**src/rtl/alu_defs.sv**
```systemverilog
// Shared definitions for the sequential ALU stage: opcodes, FSM states, multiplier sizing.
package alu_defs;

    localparam int unsigned MUL_CYCLES = 32;
    localparam int unsigned CNT_W      = 6;

    typedef enum logic [2:0] {
        OP_AND = 3'b000,
        OP_OR  = 3'b001,
        OP_XOR = 3'b010,
        OP_NOR = 3'b011,
        OP_ADD = 3'b100,
        OP_SUB = 3'b101,
        OP_SLT = 3'b110,
        OP_MUL = 3'b111
    } alu_op_e;

    typedef enum logic [1:0] {
        ST_IDLE = 2'd0,
        ST_EXEC = 2'd1,
        ST_MUL  = 2'd2
    } state_e;

endpackage

```
**src/rtl/adder.sv**
```systemverilog
// Wrapping adder with carry-in; subtraction is a + ~b + 1.
module adder #(
    parameter int unsigned WIDTH = 32
) (
    input  logic [WIDTH-1:0] a,
    input  logic [WIDTH-1:0] b,
    input  logic             cin,
    output logic [WIDTH-1:0] sum
);
    assign sum = a + b + WIDTH'(cin);
endmodule

```
**src/rtl/my_and.sv**
```systemverilog
// Bitwise AND unit.
module my_and #(
    parameter int unsigned WIDTH = 32
) (
    input  logic [WIDTH-1:0] a,
    input  logic [WIDTH-1:0] b,
    output logic [WIDTH-1:0] y
);
    assign y = a & b;
endmodule

```
**src/rtl/my_nor.sv**
```systemverilog
// Bitwise NOR unit.
module my_nor #(
    parameter int unsigned WIDTH = 32
) (
    input  logic [WIDTH-1:0] a,
    input  logic [WIDTH-1:0] b,
    output logic [WIDTH-1:0] y
);
    assign y = ~(a | b);
endmodule

```
**src/rtl/my_or.sv**
```systemverilog
// Bitwise OR unit.
module my_or #(
    parameter int unsigned WIDTH = 32
) (
    input  logic [WIDTH-1:0] a,
    input  logic [WIDTH-1:0] b,
    output logic [WIDTH-1:0] y
);
    assign y = a | b;
endmodule

```
**src/rtl/my_xor.sv**
```systemverilog
// Bitwise XOR unit.
module my_xor #(
    parameter int unsigned WIDTH = 32
) (
    input  logic [WIDTH-1:0] a,
    input  logic [WIDTH-1:0] b,
    output logic [WIDTH-1:0] y
);
    assign y = a ^ b;
endmodule

```
**src/rtl/shift_add_multiplier.sv**
```systemverilog
// Unsigned radix-2 shift-add multiplier: one conditional add plus right shift per step.
module shift_add_multiplier
    import alu_defs::*;
#(
    parameter int unsigned WIDTH = MUL_CYCLES
) (
    input  logic             clk,
    input  logic             reset,
    input  logic             load,
    input  logic             step,
    input  logic [WIDTH-1:0] multiplicand,
    input  logic [WIDTH-1:0] multiplier,
    output logic [WIDTH-1:0] prod_hi_c,
    output logic [WIDTH-1:0] prod_lo_c,
    output logic             last
);

    logic [WIDTH-1:0] hi_q, hi_d;
    logic [WIDTH-1:0] lo_q, lo_d;
    logic [WIDTH-1:0] mcand_q, mcand_d;
    logic [CNT_W-1:0] cnt_q, cnt_d;
    logic             last_q, last_d;
    logic [WIDTH:0]   sum_c;

    // One iteration: add keeps the carry, which shifts into the top of hi.
    always_comb begin
        sum_c     = (WIDTH+1)'(hi_q) + (lo_q[0] ? (WIDTH+1)'(mcand_q) : (WIDTH+1)'(0));
        prod_hi_c = sum_c[WIDTH:1];
        prod_lo_c = {sum_c[0], lo_q[WIDTH-1:1]};
    end

    always_comb begin
        hi_d    = hi_q;
        lo_d    = lo_q;
        mcand_d = mcand_q;
        cnt_d   = cnt_q;
        last_d  = last_q;
        if (load) begin
            hi_d    = '0;
            lo_d    = multiplier;
            mcand_d = multiplicand;
            cnt_d   = '0;
            last_d  = 1'b0;
        end else if (step) begin
            hi_d   = prod_hi_c;
            lo_d   = prod_lo_c;
            cnt_d  = last_q ? '0 : cnt_q + CNT_W'(1);
            last_d = (cnt_q == CNT_W'(WIDTH - 2));
        end
    end

    always_ff @(posedge clk) begin
        if (reset) begin
            hi_q    <= '0;
            lo_q    <= '0;
            mcand_q <= '0;
            cnt_q   <= '0;
            last_q  <= 1'b0;
        end else begin
            hi_q    <= hi_d;
            lo_q    <= lo_d;
            mcand_q <= mcand_d;
            cnt_q   <= cnt_d;
            last_q  <= last_d;
        end
    end

    assign last = last_q;

endmodule

```
**src/rtl/alu32_seq.sv**
```systemverilog
// Sequential ALU stage: start/done handshake, single-cycle bitwise/arith ops
// and a WIDTH-iteration unsigned multiply, all results registered.
module alu32_seq
    import alu_defs::*;
#(
    parameter int unsigned WIDTH = MUL_CYCLES
) (
    input  logic             clk,
    input  logic             reset,
    input  logic             start,
    input  logic [2:0]       alu_op,
    input  logic [WIDTH-1:0] first,
    input  logic [WIDTH-1:0] second,
    output logic [WIDTH-1:0] result,
    output logic [WIDTH-1:0] result_hi,
    output logic             overflow,
    output logic             zero,
    output logic             busy,
    output logic             done
);

    state_e           state_q, state_d;
    alu_op_e          op_q, op_d;
    logic [WIDTH-1:0] a_q, a_d;
    logic [WIDTH-1:0] b_q, b_d;
    logic [WIDTH-1:0] result_q, result_d;
    logic [WIDTH-1:0] result_hi_q, result_hi_d;
    logic             overflow_q, overflow_d;
    logic             zero_q, zero_d;
    logic             busy_q, busy_d;
    logic             done_q, done_d;

    logic [WIDTH-1:0] and_c, or_c, xor_c, nor_c, sum_c, add_b_c;
    logic             sub_sel_c, add_ovf_c, slt_c;
    logic [WIDTH-1:0] exec_res_c;
    logic             exec_ovf_c;
    logic             mul_load_c, mul_step_c, mul_last;
    logic [WIDTH-1:0] mul_hi_c, mul_lo_c;

    my_and #(.WIDTH(WIDTH)) u_and (.a(a_q), .b(b_q), .y(and_c));
    my_or  #(.WIDTH(WIDTH)) u_or  (.a(a_q), .b(b_q), .y(or_c));
    my_xor #(.WIDTH(WIDTH)) u_xor (.a(a_q), .b(b_q), .y(xor_c));
    my_nor #(.WIDTH(WIDTH)) u_nor (.a(a_q), .b(b_q), .y(nor_c));

    // SUB and SLT share the adder as a + ~b + 1.
    assign sub_sel_c = (op_q == OP_SUB) || (op_q == OP_SLT);
    assign add_b_c   = sub_sel_c ? ~b_q : b_q;

    adder #(.WIDTH(WIDTH)) u_adder (
        .a   (a_q),
        .b   (add_b_c),
        .cin (sub_sel_c),
        .sum (sum_c)
    );

    // Signed less-than is the difference sign corrected by overflow.
    assign add_ovf_c = (a_q[WIDTH-1] == add_b_c[WIDTH-1]) && (sum_c[WIDTH-1] != a_q[WIDTH-1]);
    assign slt_c     = sum_c[WIDTH-1] ^ add_ovf_c;

    always_comb begin
        exec_res_c = '0;
        exec_ovf_c = 1'b0;
        case (op_q)
            OP_AND: exec_res_c = and_c;
            OP_OR:  exec_res_c = or_c;
            OP_XOR: exec_res_c = xor_c;
            OP_NOR: exec_res_c = nor_c;
            OP_ADD, OP_SUB: begin
                exec_res_c = sum_c;
                exec_ovf_c = add_ovf_c;
            end
            OP_SLT: exec_res_c = WIDTH'(slt_c);
            default: exec_res_c = '0;
        endcase
    end

    shift_add_multiplier #(.WIDTH(WIDTH)) u_mul (
        .clk          (clk),
        .reset        (reset),
        .load         (mul_load_c),
        .step         (mul_step_c),
        .multiplicand (first),
        .multiplier   (second),
        .prod_hi_c    (mul_hi_c),
        .prod_lo_c    (mul_lo_c),
        .last         (mul_last)
    );

    // done_q doubles as the "results already loaded" phase of EXEC/MUL.
    always_comb begin
        state_d     = state_q;
        op_d        = op_q;
        a_d         = a_q;
        b_d         = b_q;
        result_d    = result_q;
        result_hi_d = result_hi_q;
        overflow_d  = overflow_q;
        zero_d      = zero_q;
        busy_d      = busy_q;
        done_d      = 1'b0;
        mul_load_c  = 1'b0;
        mul_step_c  = 1'b0;
        unique case (state_q)
            ST_IDLE: begin
                if (start) begin
                    op_d   = alu_op_e'(alu_op);
                    a_d    = first;
                    b_d    = second;
                    busy_d = 1'b1;
                    if (alu_op_e'(alu_op) == OP_MUL) begin
                        state_d    = ST_MUL;
                        mul_load_c = 1'b1;
                    end else begin
                        state_d = ST_EXEC;
                    end
                end
            end
            ST_EXEC: begin
                if (done_q) begin
                    state_d = ST_IDLE;
                    busy_d  = 1'b0;
                end else begin
                    result_d    = exec_res_c;
                    result_hi_d = '0;
                    overflow_d  = exec_ovf_c;
                    zero_d      = (exec_res_c == '0);
                    done_d      = 1'b1;
                end
            end
            ST_MUL: begin
                if (done_q) begin
                    state_d = ST_IDLE;
                    busy_d  = 1'b0;
                end else begin
                    mul_step_c = 1'b1;
                    if (mul_last) begin
                        result_d    = mul_lo_c;
                        result_hi_d = mul_hi_c;
                        overflow_d  = 1'b0;
                        zero_d      = (mul_lo_c == '0) && (mul_hi_c == '0);
                        done_d      = 1'b1;
                    end
                end
            end
            default: begin
                state_d = ST_IDLE;
                busy_d  = 1'b0;
            end
        endcase
    end

    always_ff @(posedge clk) begin
        if (reset) begin
            state_q     <= ST_IDLE;
            op_q        <= OP_AND;
            a_q         <= '0;
            b_q         <= '0;
            result_q    <= '0;
            result_hi_q <= '0;
            overflow_q  <= 1'b0;
            zero_q      <= 1'b0;
            busy_q      <= 1'b0;
            done_q      <= 1'b0;
        end else begin
            state_q     <= state_d;
            op_q        <= op_d;
            a_q         <= a_d;
            b_q         <= b_d;
            result_q    <= result_d;
            result_hi_q <= result_hi_d;
            overflow_q  <= overflow_d;
            zero_q      <= zero_d;
            busy_q      <= busy_d;
            done_q      <= done_d;
        end
    end

    assign result    = result_q;
    assign result_hi = result_hi_q;
    assign overflow  = overflow_q;
    assign zero      = zero_q;
    assign busy      = busy_q;
    assign done      = done_q;

endmodule

```
**config.mk**
```make
export PLATFORM = sky130hd
export DESIGN_NAME = alu32_seq
export DESIGN_NICKNAME = d
export VERILOG_FILES = /design/src/rtl/alu_defs.sv /design/src/rtl/adder.sv /design/src/rtl/my_and.sv /design/src/rtl/my_nor.sv /design/src/rtl/my_or.sv /design/src/rtl/my_xor.sv /design/src/rtl/shift_add_multiplier.sv /design/src/rtl/alu32_seq.sv
export SDC_FILE = /design/constraint.sdc
export NUM_CORES = 1
export LEC_CHECK = 0
export CORE_UTILIZATION = 30
export DETAILED_ROUTE_END_ITERATION = 8
export GPL_TIMING_DRIVEN = 0
export PLACE_DENSITY_LB_ADDON = 0.08
export SYNTH_ARGS = -nofsm -noshare
export SYNTH_HDL_FRONTEND = slang
export SYNTH_SLANG_ARGS = --single-unit
```
**constraint.sdc**
```tcl
create_clock -name clk -period 8.2 [get_ports clk]
set_input_delay 1.64 -clock clk [delete_from_list [all_inputs] [get_ports clk]]
set_output_delay 1.64 -clock clk [all_outputs]
set_load 0.005 [all_outputs]
```
==> flow_summary.ini <==
[power_and_ir_drop]
p_per_area_nw_per_um2 = 173
max-vdd-ir-drop_mv = 0.146
power_leakage_nw = 7.32
total_power_mw = 3.29

[yosys]
ys_types = 78
ys_seq_area_share_pct = 30.5
synthFlopType = dfxtp_1
synth_warnings = 0
synthCells = 2099
syn_area_um2 = 15800
synth_area_leaders = dfxtp_1, ha_1, nand2_1
synth-edff-count = 0
avgSynthCellArea_um2 = 7.51
async_reset_ff_share_pct = 0
synth_seq_cells = 240
syn-num-nets = 2303
synth_top_area_share_pct = 30.5
yosysTopAreaCell = dfxtp_1

[die]
initial_core_util_pct = 30.6
fp.dieArea_um2 = 53500
core_area_um2 = 51600
die_width_um = 231
pin_count = 138
rows = 83
die_h_um = 231

[clock_network]
path_clk_slew_ns = 0.06
cts_root_buffer = clkbuf_16
clock-sinks = 240
insertion_delay_ns = 0.58
ctsResizeCount = 0
cts_buffers = 30
post_cts_buffers = 0
cts_max_level = 1
cts_tree = built
cts_buffer_depth = 3
holdBufCountCts = 0

[timing]
worstMarginPinSlew_ns = 1.11
period_share_pct = 75.6
rsz0062_at_grt = false
finalWorstSetupSlack_ns = 2.00
fin_crit_ns = 6.20
finalSetupViolations = 0
finalHoldViolations = 0
fin_skew_ns = 0.0151
slew_headroom_pct = 25.9
timing.fmax_mhz = 161
drv_slew = 0
fin_tns_setup_ns = 0

[global_routing]
grt_max_degree = 15
overflow = 0
grt_pass1_wl_um = 94900
grt_usage_pct = 23.5
grt_antenna_before_repair = 0
grt_pass1_vias = 14900

[critical_path]
critPathKind = reg2reg
cp.required_ns = 8.68
startpoint_type = flop
path_max_fanout = 10
rrSetupSlack_ns = 2.00
critPathCaptureType = flop
critPathArrivalTime_ns = 6.69

[detailed_routing]
routed_via_density = 5.30
dr.pass1.iters = 5
routed-via-count = 15700
drtIter0Drc = 1259
wirelength_um = 64100
drc = 0
antenna_left = 0
wire_per_inst_um = 21.6

[job]
drv_cap = 0

[place]
io_buffers = 136
pre_cts_ws_ns = 2.15
dpl.hpwl_um = 51600
gp_congestion = 0.937
placed_area_um2 = 18000

[status]
outcome = completed

[cells_and_area]
final_cell_mix = nand2_1, a21oi_1, dfxtp_1, nor2_1, clkdlybuf4s50_1
final_layout_size_suffix_gt1_share_pct = 4.06
area_growth_pct = 20.7
final_common_cell = nand2_1
fin_area_um2 = 19000
nets = 2471
diodes = 0

[min_path]
hold_class = reg2reg
-- power by group --
part | total [mW] | internal, mW | leakage [nW] | switching (mW)
clock network | 1.41 | 0.851 | 0.514 | 0.556
registers | 1.27 | 1.21 | 1.95 | 0.0570
logic | 0.620 | 0.221 | 4.85 | 0.400
-- Yosys cell counts (22+ instances only) --
library cell,number
nand2_1,422
a21oi_1,260
dfxtp_1,240
nor2_1,161
ha_1,132
clkbuf_1,106
inv_1,92
xnor2_1,70
o21ai_0,48
xor2_1,48
a211oi_1,42
and2_1,40
a311oi_1,34
a22oi_1,32
nor3_1,28
nor2b_1,26
a21o_1,23
mux2i_1,22
o211ai_1,22
-- state kept, by name, summed over array words and instances (netlist names), 2 cells and up --
name,flops
state_q,2
u_mul.mcand_q,32
b_q,32
u_mul.hi_q,32
op_q,3
result_hi,32
u_mul.cnt_q,6
a_q,32
result,32
u_mul.lo_q,32
-- metrics by stage --
stage               utilization [%]  hold WS [ns]  instances
floorplan                         -         0.432       2099
global placement               34.8         0.441       2915
detailed placement             34.8         0.443       2915
CTS                            36.9         0.451       2971
global route                   36.9         0.466       2971
finish                         36.9         0.451       2971
-- routing by layer --
metal / vias to the layer above / GRT usage (%) / routed length (um)
li1: 7613 / - / -
met1: 7605 / 34.7 / 31800
met2: 453 / 36.1 / 27700
met3: 62 / 2.69 / 3320
met4: 0 / 4.99 / 1310
met5: - / 0 / 0
-- critical path, stage by stage (launching register included) --
cell and delay [ns]:
dfxtp_1 0.44, clkbuf_1 0.49, nand2_1 0.38, buf_1 0.51, nor2_1 0.23, a21oi_1 0.07, fa_1 0.40, nand2b_1 0.22
a211oi_1 0.45, o21ai_2 0.22, o21ai_0 0.60, o22ai_1 0.23, mux2i_1 0.37, nand2_1 0.09, nor4_1 0.50, nand4_1 0.17
or3_1 0.42, o41ai_2 0.30
-- cells by family after synthesis --
kind of cell,Yosys count,synth area share [%]
simple gates,778,21.6
compound gates,570,23.1
flops,240,30.5
buf+inv,230,5.68
fa+ha+maj,135,10.8
xor+xnor,118,6.55
mux,28,1.82
-- path summary, 6_finish.rpt --
kind | start | to | cells past startpoint
worst min-delay path | u_mul.mcand_q[27] | u_mul.mcand_q[27] | 2
worst max-delay path | op_q[2] | zero | 17
worst min register to register | u_mul.mcand_q[27] | u_mul.mcand_q[27] | 2
worst max register to register | op_q[2] | zero | 17
-- area by class of cell --
| type | count | area, um2 |
|---|---|---|
| inverters | 93 | 349 |
| fillers | 5425 | 32600 |
| plain buffers | 137 | 547 |
| repair buffers | 136 | 1360 |
| multi-input cells | 1629 | 10100 |
| well taps | 680 | 851 |
| clock buffers | 49 | 953 |
| flip-flops and latches | 240 | 4800 |
| clock inverters | 7 | 91.3 |
No activity file was read; power rests on OpenSTA's default activity.
